### config.mk
export PLATFORM = sky130hd
export DESIGN_NAME = inst_fetch_buf
export DESIGN_NICKNAME = d
export VERILOG_FILES = /design/src/rtl/inst_fetch_buf_pkg.sv /design/src/rtl/inst_fetch_buf_fifo.sv /design/src/rtl/inst_fetch_buf.sv
export SDC_FILE = /design/constraint.sdc
export NUM_CORES = 1
export LEC_CHECK = 0
export BUFFER_PORTS_ARGS = -buffer_cell sky130_fd_sc_hd__buf_2
export CAP_MARGIN = 20
export CORE_ASPECT_RATIO = 0.9
export CORE_MARGIN = 5
export CORE_UTILIZATION = 50
export DETAILED_ROUTE_END_ITERATION = 8
export PLACE_DENSITY_LB_ADDON = 0.1
export SLEW_MARGIN = 10
export SYNTH_ARGS = -nofsm -noshare
export SYNTH_HDL_FRONTEND = slang
export SYNTH_SLANG_ARGS = --single-unit
### constraint.sdc
create_clock -name clk -period 5.98 [get_ports clk]
set_input_delay 0.598 -clock clk [delete_from_list [all_inputs] [get_ports clk]]
set_output_delay 0.598 -clock clk [all_outputs]
set_load 0.01 [all_outputs]
### src/rtl/inst_fetch_buf_pkg.sv
// Shared fetch-stage constants and FSM state encodings for inst_fetch_buf.
package inst_fetch_buf_pkg;

  localparam int InstAddrBus = 32;
  localparam int InstBus     = 32;

  localparam logic [InstBus-1:0] ZeroWord = '0;

  localparam logic RstEnable   = 1'b1;
  localparam logic ChipEnable  = 1'b1;
  localparam logic ChipDisable = 1'b0;
  localparam logic Stop        = 1'b1;
  localparam logic NoStop      = 1'b0;

  // DISCARD: a request is still on the bus but its data belongs to a flushed path.
  localparam logic [1:0] IF_IDLE    = 2'd0;
  localparam logic [1:0] IF_WAIT    = 2'd1;
  localparam logic [1:0] IF_DISCARD = 2'd2;

  function automatic int cnt_width(input int depth);
    return $clog2(depth) + 1;
  endfunction

endpackage

### src/rtl/inst_fetch_buf_fifo.sv
// fetch_fifo: DEPTH x W synchronous FIFO with push, pop, clear and a combinational head.
// Clear has priority over push/pop and realigns the read pointer onto the write pointer.
module fetch_fifo #(
  parameter int DEPTH = 4,
  parameter int W     = 64
) (
  input  logic                     clk,
  input  logic                     rst,
  input  logic                     i_push,
  input  logic [W-1:0]             i_dat,
  input  logic                     i_pop,
  input  logic                     i_clear,
  output logic [$clog2(DEPTH):0]   o_count,
  output logic [W-1:0]             o_head
);

  localparam int PW = $clog2(DEPTH);
  localparam logic [PW-1:0] PTR_ONE = 1;
  localparam logic [PW:0]   CNT_ONE = 1;

  logic [W-1:0]  r_mem [DEPTH];
  logic [PW-1:0] r_wr_ptr;
  logic [PW-1:0] r_rd_ptr;
  logic [PW:0]   r_count;

  always_ff @(posedge clk) begin
    if (rst) begin
      r_wr_ptr <= '0;
      r_rd_ptr <= '0;
      r_count  <= '0;
    end else if (i_clear) begin
      r_rd_ptr <= r_wr_ptr;
      r_count  <= '0;
    end else begin
      if (i_push) r_wr_ptr <= r_wr_ptr + PTR_ONE;
      if (i_pop)  r_rd_ptr <= r_rd_ptr + PTR_ONE;
      case ({i_push, i_pop})
        2'b10:   r_count <= r_count + CNT_ONE;
        2'b01:   r_count <= r_count - CNT_ONE;
        default: r_count <= r_count;
      endcase
    end
  end

  // Storage needs no reset; the count alone defines which slots are live.
  always_ff @(posedge clk) begin
    if (!rst && !i_clear && i_push) r_mem[r_wr_ptr] <= i_dat;
  end

  assign o_count = r_count;
  assign o_head  = r_mem[r_rd_ptr];

endmodule

### src/rtl/inst_fetch_buf.sv
// Instruction fetch stage: single-outstanding req/ack fetch into a FIFO feeding ID.
// Optional IF_BYPASS_EN forwards returning data straight to ID when the FIFO is empty.
module inst_fetch_buf
  import inst_fetch_buf_pkg::*;
#(
  parameter int DEPTH = 4,
  parameter int AW    = InstAddrBus,
  parameter int IW    = InstBus
) (
  input  logic          clk,
  input  logic          rst,
  input  logic [AW-1:0] pc_i,
  input  logic          pc_ce_i,
  input  logic          flush_i,
  output logic          stallreq_o,
  output logic          mem_req_o,
  output logic [AW-1:0] mem_addr_o,
  input  logic          mem_ack_i,
  input  logic [IW-1:0] mem_data_i,
  output logic          id_valid_o,
  input  logic          id_ready_i,
  output logic [AW-1:0] id_pc_o,
  output logic [IW-1:0] id_inst_o
);

  localparam int CW = cnt_width(DEPTH);

  logic [1:0]       r_state;
  logic [CW-1:0]    w_count;
  logic [AW+IW-1:0] w_head;
  logic             w_space;
  logic             w_issue;
  logic             w_wait_ack;
  logic             w_fifo_vld;
  logic             w_bypass;
  logic             w_push;
  logic             w_pop;

  assign w_wait_ack = (r_state == IF_WAIT) && mem_ack_i;

  // A pop in the same cycle is not credited; the slot it frees is seen next cycle.
  always_comb begin
    w_space = 1'b0;
    case (r_state)
      IF_IDLE:    w_space = (w_count < CW'(DEPTH));
      IF_WAIT:    w_space = (w_count < CW'(DEPTH - 1));
      IF_DISCARD: w_space = (w_count < CW'(DEPTH));
      default:    w_space = 1'b0;
    endcase
  end

  assign w_issue = (pc_ce_i == ChipEnable) && !flush_i && w_space &&
                   ((r_state == IF_IDLE) ||
                    (((r_state == IF_WAIT) || (r_state == IF_DISCARD)) && mem_ack_i));

  // The PC advances in exactly the cycle its address is captured, or on a branch.
  always_comb begin
    stallreq_o = NoStop;
    if ((rst == RstEnable) || (!w_issue && !flush_i)) stallreq_o = Stop;
  end

  always_ff @(posedge clk) begin
    if (rst == RstEnable) begin
      r_state    <= IF_IDLE;
      mem_req_o  <= 1'b0;
      mem_addr_o <= '0;
    end else begin
      case (r_state)
        IF_IDLE: begin
          if (w_issue) begin
            r_state    <= IF_WAIT;
            mem_req_o  <= 1'b1;
            mem_addr_o <= pc_i;
          end
        end
        IF_WAIT, IF_DISCARD: begin
          if (mem_ack_i) begin
            if (w_issue) begin
              r_state    <= IF_WAIT;
              mem_addr_o <= pc_i;
            end else begin
              r_state   <= IF_IDLE;
              mem_req_o <= 1'b0;
            end
          end else if (flush_i) begin
            // The bus forbids withdrawing req, so the stale response is swallowed later.
            r_state <= IF_DISCARD;
          end
        end
        default: begin
          r_state   <= IF_IDLE;
          mem_req_o <= 1'b0;
        end
      endcase
    end
  end

`ifdef IF_BYPASS_EN
  assign w_bypass = (w_count == '0) && w_wait_ack && !flush_i;
`else
  assign w_bypass = 1'b0;
`endif

  assign w_fifo_vld = (w_count != '0);
  assign w_push     = w_wait_ack && !flush_i && !(w_bypass && id_ready_i);
  assign w_pop      = w_fifo_vld && id_ready_i && !flush_i;

  fetch_fifo #(
    .DEPTH (DEPTH),
    .W     (AW + IW)
  ) u_fifo (
    .clk     (clk),
    .rst     (rst),
    .i_push  (w_push),
    .i_dat   ({mem_addr_o, mem_data_i}),
    .i_pop   (w_pop),
    .i_clear (flush_i),
    .o_count (w_count),
    .o_head  (w_head)
  );

  always_comb begin
    id_valid_o = w_fifo_vld || w_bypass;
    id_pc_o    = '0;
    id_inst_o  = '0;
    if (w_bypass) begin
      id_pc_o   = mem_addr_o;
      id_inst_o = mem_data_i;
    end else if (w_fifo_vld) begin
      id_pc_o   = w_head[AW+IW-1:IW];
      id_inst_o = w_head[IW-1:0];
    end
  end

endmodule

==> results of run 1 <==
-- worst reg2reg max path, cell delays in order, from the launching register on --
cell      delay [ps]
dfxtp_1          350
inv_1             90
ha_1             180
nand3b_1         210
nor2_1           280
and2_4           890
-- power breakdown --
group,switching (uW),internal [uW],leakage [uW]
Clock,754,1190,0.000509
Sequential,40.1,2290,0.00271
Combinational,83.9,91.2,0.00176
Total,878,3570,0.00498
-- per-layer routing --
metal,vias to the layer above,GRT usage (%)
li1,2739,-
met1,3015,24.2
met3,41,3.55
met4,0,4.52
met5,-,0
met2,200,29.1
-- path summary, 6_finish.rpt --
kind / start / to
hold reg to reg: mem_addr_o[17] / mem_addr_o[17]
hold / removal: mem_data_i[13] / u_fifo.r_mem[1][13]
setup / recovery: flop / id_pc_o[5]
setup reg to reg: r_state[1] / u_fifo.r_mem[2][2]
-- flip-flops by register name (all words and copies together) (netlist names), named ones only --
register and count:
u_fifo.r_mem 256, mem_req_o 1, mem_addr_o 32, u_fifo.r_wr_ptr 2, r_state 2, u_fifo.r_rd_ptr 2, u_fifo.o_count 3
-- per-stage QoR --
stage	total power [uW]	cell area (um2)	hold WS, ps
floorplan	2470	11600	465
global placement	2540	12700	475
detailed placement	2550	12700	505
CTS	4490	13800	245
global route	4600	13800	256
finish	4440	13800	272
-- logic make-up (layout without fill, tap and decap cells) --
kind of cell,after synthesis,count (layout),synth area share [%]
AOI/OAI and AO/OA,16,16,1.02
xor gates and xnor gates,6,6,0.453
adders and majority gates,10,10,1.14
buffers and inverters,43,238,1.67
DFF,300,300,73.8
muxes,97,97,15.3
and+or+nand+nor,152,152,6.67
-- area by class of cell --
cell class                      count  area, um2
Fill cell                        1706       8940
Inverter                           10       37.5
Multi-Input combinational cell    281       2860
Clock inverter                     19        231
Clock buffer                       37        818
Tap cell                          297        372
Sequential cell                   300       8580
Timing Repair Buffer              172        871
-- cell usage in the layout (no fill, tap or decap), types with 2 or more instances in the layout --
master      synthesis  layout
dfxtp_4             0       2
edfxtp_1          256     256
nor3_1              3       3
o21a_1              2       2
clkbuf_1           21       4
a21oi_1             5       5
mux4_2             64      64
and2_1             69      65
buf_2               8     168
clkbuf_16           0      31
clkinvlp_4          0       3
dfxtp_1            44      42
clkbuf_8            0       2
clkinv_2            0       6
xnor2_1             4       4
mux2i_1            33      33
bufinv_16           0       5
o21ai_0             2       2
nand2_1            66      66
clkinv_4            0       2
clkinv_1            0       3
nor2_1              8       8
ha_1                9       9
and2_4              0       4
xor2_1              2       2
inv_1              10       9
buf_4               0       4
==> results_dict.tcl, run 1 <==
set metrics [dict create \
    root_buffer "clkbuf_16" \
    avgSynthCellArea_um2 18.6 \
    dp_cells 1060 \
    cts.sinks 300 \
    setup_violations 0 \
    synth_common_cells "edfxtp_1, and2_1, nand2_1" \
    n_antenna_cell 0 \
    vdd.ir_drop.worst_v 0.000192 \
    slew_violations 0 \
    cp-end-kind "output port" \
    clockBufferDepth 3 \
    yosys.area.top_type "edfxtp_1" \
    die_h_um 155 \
    fin_ws_ps 2420 \
    yosysTopAreaCellShare_pct 66.2 \
    fin_worst_skew_ps 8.72 \
    numCtsBuffers 30 \
    cts_max_level 1 \
    rrSetupSlack_ps 3580 \
    cts_setup_buffers 0 \
    crit_family "flip-flops" \
    final_core_util_pct 60.6 \
    grt_start_max_net_pins 67 \
    rsz0062_at_grt "no" \
    slowest_delay_ps 900 \
    final_cell_count_no_fill 1116 \
    worstPathRequired_ps 5380 \
    antenna_left 0 \
    fin_nets 875 \
    path_depth 4 \
    routed.top_layer "met4" \
    synth_edf_count 256 \
    first_iter_violations 450 \
    p_per_area_nw_per_um2 323 \
    reg2regPathDepth 5 \
    yosysWarningCount 0 \
    critPathLaunchType "flop" \
    syn-num-nets 704 \
    antenna_found_initial 0 \
    fin_crit_ps 3560 \
    synth.area.top_cells "edfxtp_1, mux4_2, dfxtp_1, and2_1, mux2i_1" \
    boundaryPins 169 \
    die_width_um 171 \
    wl_met1_mm 9.48 \
    synthesis.area_um2 11600 \
    path_clk_slew_ps 60 \
    dp_hpwl_mm 13.6 \
    drv_cap 0 \
    drc 0 \
    cp_data_arrival_time_ps 2960 \
    max_freq_mhz 281 \
    core_region_area_um2 22700 \
    grt_overflow 0 \
    synthCells 624 \
    post_cts_resize_count 0 \
    num_vias 5995 \
    numPortBuffers 168 \
    synth_cell_type_count 33 \
    drive_above_1_share_pct 36.4 \
    crit_type "flop to output port" \
    track_usage_pct 17.6 \
    grt_pass1_vias 6602 \
    outcome "finished, final reports clean" \
    p_leak_uw 0.00498 \
    yosys_register_bits 300 \
    hp-class "primary input to flop" \
    syn_to_final_growth_pct 18.6 \
    met2WireLength_mm 11.3 \
    wl_mm 23.1 \
    seq_area_frac_synth_pct 73.8 \
    dieArea_um2 26400 \
    via_per_inst 5.37 \
    slew_headroom_pct 31.0 \
    post-place-ws_ps 2870 \
    dr.pass1.iters 5 \
    path_cells "buf_4 -> mux4_2 -> and2_1 -> buf_2" \
    gp_congestion 0.708 \
    wl_per_cell_um 20.7 \
    hold_violations 0 \
    grt_first_pass_wirelength_mm 36.2 \
    setup_tns_ps 0 \
    holdBufCountCts 0 \
    synthArstFlopShare_pct 0 \
    min_period_over_period_pct 59.5 \
    start_util_pct 51.1 \
    crit_buf_inv 2 \
    holdPathStages 1 \
    dr_wl_met3_mm 1.78 \
    synthFlopType "edfxtp_1" \
    cp_slowest_cell "dfxtp_4" \
    cts_tree "built" \
    insertion_delay_ps 540 \
    worstMarginPinSlew_ps 1030 \
    worstPathMaxFanout 40 \
    placementRows 52 \
    yosysMostFrequentCell "edfxtp_1" \
]
Note: power is estimated with default switching activity, not from simulation.
==> run 2: changes to the inputs <==
==> constraint.sdc (replaced) <==
create_clock -name clk -period 3.53 [get_ports clk]
set_input_delay 0.353 -clock clk [delete_from_list [all_inputs] [get_ports clk]]
set_output_delay 0.353 -clock clk [all_outputs]
set_load 0.01 [all_outputs]
==> results_dict.tcl, run 2 (synthesis results as in run 1) <==
set metrics [dict create \
    reg2regPathDepth 6 \
    cts_max_level 1 \
    worstMarginPinSlew_ps 1020 \
    worstPathMaxFanout 55 \
    path_depth 4 \
    p_per_area_nw_per_um2 537 \
    hold_violations 0 \
    worstReg2RegStart "r_state[1]" \
    first_iter_violations 428 \
    drc 0 \
    worstPathRequired_ps 3180 \
    dp_hpwl_mm 14.0 \
    numPortBuffers 168 \
    slowest_delay_ps 600 \
    antenna_found_initial 0 \
    finalPower_uw 7410 \
    holdBufCountCts 0 \
    largest_register_ffs 256 \
    cp_slowest_cell "mux4_2" \
    track_usage_pct 17.3 \
    reg2reg_to "u_fifo.r_mem[1][7]" \
    num_vias 5985 \
    slew_violations 0 \
    insertion_delay_ps 530 \
    worstSetupEndpoint "id_pc_o[31]" \
    antenna_left 0 \
    dpl_cell_area_um2 12800 \
    critPathLaunchType "flop" \
    grt_start_max_net_pins 65 \
    fin_nets 879 \
    post_cts_resize_count 0 \
    die_h_um 155 \
    p_leak_uw 0.00500 \
    die_width_um 171 \
    boundaryPins 169 \
    path_clk_slew_ps 60 \
    multi_input_area_um2 2860 \
    layout_commonest_cell "edfxtp_1" \
    rsz0062_at_grt "no" \
    vdd.ir_drop.worst_v 0.000350 \
    setup_violations 0 \
    wl_per_cell_um 20.2 \
    cp_data_arrival_time_ps 2400 \
    outcome "finished, final reports clean" \
    register_area_um2 8580 \
    cts_tree "built" \
    fillers 1664 \
    max_freq_mhz 364 \
    largest-register "u_fifo.r_mem" \
    crit_buf_inv 2 \
    clockBufferDepth 3 \
    wl_mm 22.7 \
    start_util_pct 51.1 \
    path_cells "buf_12 -> mux4_2 -> and2_1 -> buf_2" \
    dieArea_um2 26400 \
    setup_tns_ps 0 \
    cts.sinks 300 \
    slew_headroom_pct 32.1 \
    layout.cells.most_common_list "edfxtp_1, buf_2, nand2_1" \
    final_cell_area_um2 13800 \
    cts_setup_buffers 0 \
    root_buffer "clkbuf_16" \
    rrSetupSlack_ps 1340 \
    fin_ws_ps 779 \
    drive_above_1_share_pct 36.2 \
    syn_to_final_growth_pct 18.9 \
    crit_type "flop to output port" \
    holdWs_ps 36.9 \
    post-place-ws_ps 1230 \
    gp_congestion 0.722 \
    numCtsBuffers 30 \
    grt_first_pass_wirelength_mm 35.7 \
    dr.pass1.iters 4 \
    cp-end-kind "output port" \
    min_period_over_period_pct 77.9 \
    via_per_inst 5.34 \
    fin_worst_skew_ps 6.28 \
    grt_pass1_vias 6442 \
    grt_overflow 0 \
    crit_family "multiplexers" \
    fin_crit_ps 2750 \
    core_region_area_um2 22700 \
    n_antenna_cell 0 \
    hp-class "primary input to flop" \
    placementRows 52 \
    drv_cap 0 \
]
==> run 2: worst min path at each step <==
stage / to / cells after the start / start
after floorplan: u_fifo.r_mem[0][0] / 0 / mem_data_i[0]
after global placement: r_state[1] / 2 / r_state[1]
after detailed placement: r_state[1] / 2 / r_state[1]
after CTS: u_fifo.r_mem[0][23] / 1 / mem_data_i[23]
after global routing: u_fifo.r_mem[1][22] / 1 / mem_data_i[22]
final: u_fifo.r_mem[1][19] / 1 / mem_data_i[19]
==> run 2: cell type report <==
class | count | area share [%]
Inverter | 10 | 0.272
Multi-Input combinational cell | 281 | 20.7
Timing Repair Buffer | 176 | 6.98
Clock buffer | 38 | 5.88
Sequential cell | 300 | 62.1
Clock inverter | 18 | 1.37
Tap cell | 297 | 2.69
==> run 2: worst reg2reg max path, cell delays in order (launching register included) <==
cell and delay [ps]:
dfxtp_1 340, inv_1 80, ha_1 170, nand3b_1 190, nor2_1 270, and2_4 500
buf_12 320
==> run 2: power breakdown <==
part	switching, uW	internal [uW]
combinational	154	157
sequential	59.9	3880
clock	1250	1910
==> run 2: per-stage QoR <==
step                cells  util, %
finish               1120     60.8
global route         1120     60.8
CTS                  1120     60.8
detailed placement   1064     56.4
global placement     1064     56.4
floorplan             624        -
==> run 2: metal layers <==
layer  vias up  track usage (%)  routed length (um)
li1       2752                -                   -
met3        34             3.01                1130
met5         -                0                   0
met2       155             29.4               11400
met1      3044             23.7                9690
met4         0             3.76                 455
==> run 3: changes to the inputs <==
==> constraint.sdc (replaced) <==
create_clock -name clk -period 2.7 [get_ports clk]
set_input_delay 0.27 -clock clk [delete_from_list [all_inputs] [get_ports clk]]
set_output_delay 0.27 -clock clk [all_outputs]
set_load 0.01 [all_outputs]
==> results_dict.tcl, run 3 (synthesis results as in run 1) <==
set metrics [dict create \
    grt_first_pass_wirelength_mm 37.1 \
    slew_violations 0 \
    grt_start_max_net_pins 38 \
    syn_to_final_growth_pct 25.7 \
    grtUsageMet3_pct 2.76 \
    outcome "finished, final reports clean" \
    slew_headroom_pct 62.1 \
    clockBufferDepth 3 \
    rsz0062_at_grt "no" \
    layout.cells.most_common_list "edfxtp_1, buf_2, nand2_1" \
    p_per_area_nw_per_um2 661 \
    hold_path_end "mem_addr_o[1]" \
    crit_type "flop to output port" \
    hp-start "pc_i[1]" \
    insertion_delay_ps 540 \
    die_width_um 171 \
    root_buffer "clkbuf_16" \
    n_antenna_cell 0 \
    first_iter_violations 343 \
    numCtsBuffers 30 \
    die_h_um 155 \
    vdd.ir_drop.worst_v 0.000457 \
    min_period_over_period_pct 92.3 \
    cp_data_arrival_time_ps 2220 \
    grt_overflow 0 \
    placementRows 52 \
    start_util_pct 51.1 \
    largest_register_ffs 256 \
    antenna_left 0 \
    fin_crit_ps 2490 \
    numPortBuffers 168 \
    final_core_util_pct 64.3 \
    reg2reg_to "u_fifo.o_count[2]" \
    worstPathMaxFanout 25 \
    path_clk_slew_ps 60 \
    worstPathRequired_ps 2430 \
    cp-end-kind "output port" \
    antenna_found_initial 0 \
    p_leak_uw 0.00537 \
    layout_commonest_cell "edfxtp_1" \
    fin_worst_skew_ps 10.1 \
    largest-register "u_fifo.r_mem" \
    dieArea_um2 26400 \
    hp-class "primary input to flop" \
    via_per_inst 5.25 \
    dr.pass1.iters 4 \
    setup_violations 0 \
    cts.sinks 300 \
    drv_cap 0 \
    drive_above_1_share_pct 35.1 \
    setup_tns_ps 0 \
    top_usage_layer "met2" \
    cts_max_level 1 \
    track_usage_pct 18.0 \
    boundaryPins 169 \
    fin_nets 961 \
    drc 0 \
    critPathLaunchType "flop" \
    hold_violations 0 \
    max_freq_mhz 401 \
    cts_tree "built" \
    gp_congestion 0.764 \
    wl_per_cell_um 19.6 \
    holdPathStages 3 \
    grt_pass1_vias 6753 \
    num_vias 6312 \
    grt.met2_usage_pct 30.5 \
    core_region_area_um2 22700 \
    grtUsageMet1_pct 25.0 \
    reg2regPathDepth 10 \
    rrSetupSlack_ps 520 \
    worstMarginPinSlew_ps 568 \
    dp_hpwl_mm 14.8 \
    wl_mm 23.5 \
    worstReg2RegStart "r_state[1]" \
]
run 3: changes by cell type in the layout (fill, tap and decap cells not counted), moves of 3 or more:
cell | previous run | this run
clkbuf_8 | 1 | 7
clkbuf_1 | 6 | 9
bufinv_16 | 4 | 1
buf_12 | 5 | 8
buf_4 | 3 | 20
clkinv_1 | 5 | 2
dlygate4sd3_1 | 0 | 62
run 3: area by class of cell:
cell class | instances | area (um2)
Timing Repair Buffer | 258 | 1770
Clock inverter | 9 | 71.3
Clock buffer | 47 | 906
Multi-Input combinational cell | 281 | 2870
Fill cell | 1633 | 8110
Tap cell | 297 | 372
Inverter | 10 | 37.5
Sequential cell | 300 | 8580
run 3: critical path: stages, from the launching register on:
cell and delay [ps]:
dfxtp_4 610, buf_4 370, mux4_2 340, and2_1 190, buf_2 150
run 3: worst max-delay path by stage:
stage	from	to	slack, ps
2_1_floorplan	r_state[1]	u_fifo.r_mem[0][0]	570
3_3_place_gp	u_fifo.o_count[2]	id_pc_o[4]	500
3_5_place_dp	r_state[1]	u_fifo.o_count[2]	530
4_1_cts	u_fifo.o_count[2]	id_pc_o[3]	40
5_1_grt	flop	id_pc_o[16]	90
6_report	flop	id_pc_o[16]	210
run 3: power breakdown:
group          internal, uW  leakage, uW  switching, uW
Combinational           281      0.00217            229
Sequential             5070      0.00271           62.9
Clock                  2390     0.000484           1620
Total                  7740      0.00537           1910
run 3: timing repair:
action | CTS | global route
setup buffers | 0 | 8
endpoints found under the setup margin | 0 | 13
hold buffers | 62 | 0
hold endpoints to repair | 158 | 0
gates resized for setup | 0 | 1
run 3: metal layers:
metal	wire length, um	vias up	share of wire [%]
met1	10200	3192	43
met2	11600	166	49
met3	1290	37	5.5
met5	0	-	0
met4	491	0	2.1
li1	-	2917	-
run 3: per-stage QoR:
step / hold WS [ps] / total power [uW] / setup slack (ps) / instances / instance area [um2]
3_5_place_dp: 487 / 5670 / 526 / 1076 / 12900
5_1_grt: 2.15 / 9990 / 93.1 / 1202 / 14600
3_3_place_gp: 477 / 5650 / 499 / 1075 / 12900
2_1_floorplan: 369 / 5480 / 571 / 624 / 11600
4_1_cts: 6.58 / 9730 / 42.7 / 1194 / 14500
6_report: 21.8 / 9650 / 207 / 1202 / 14600
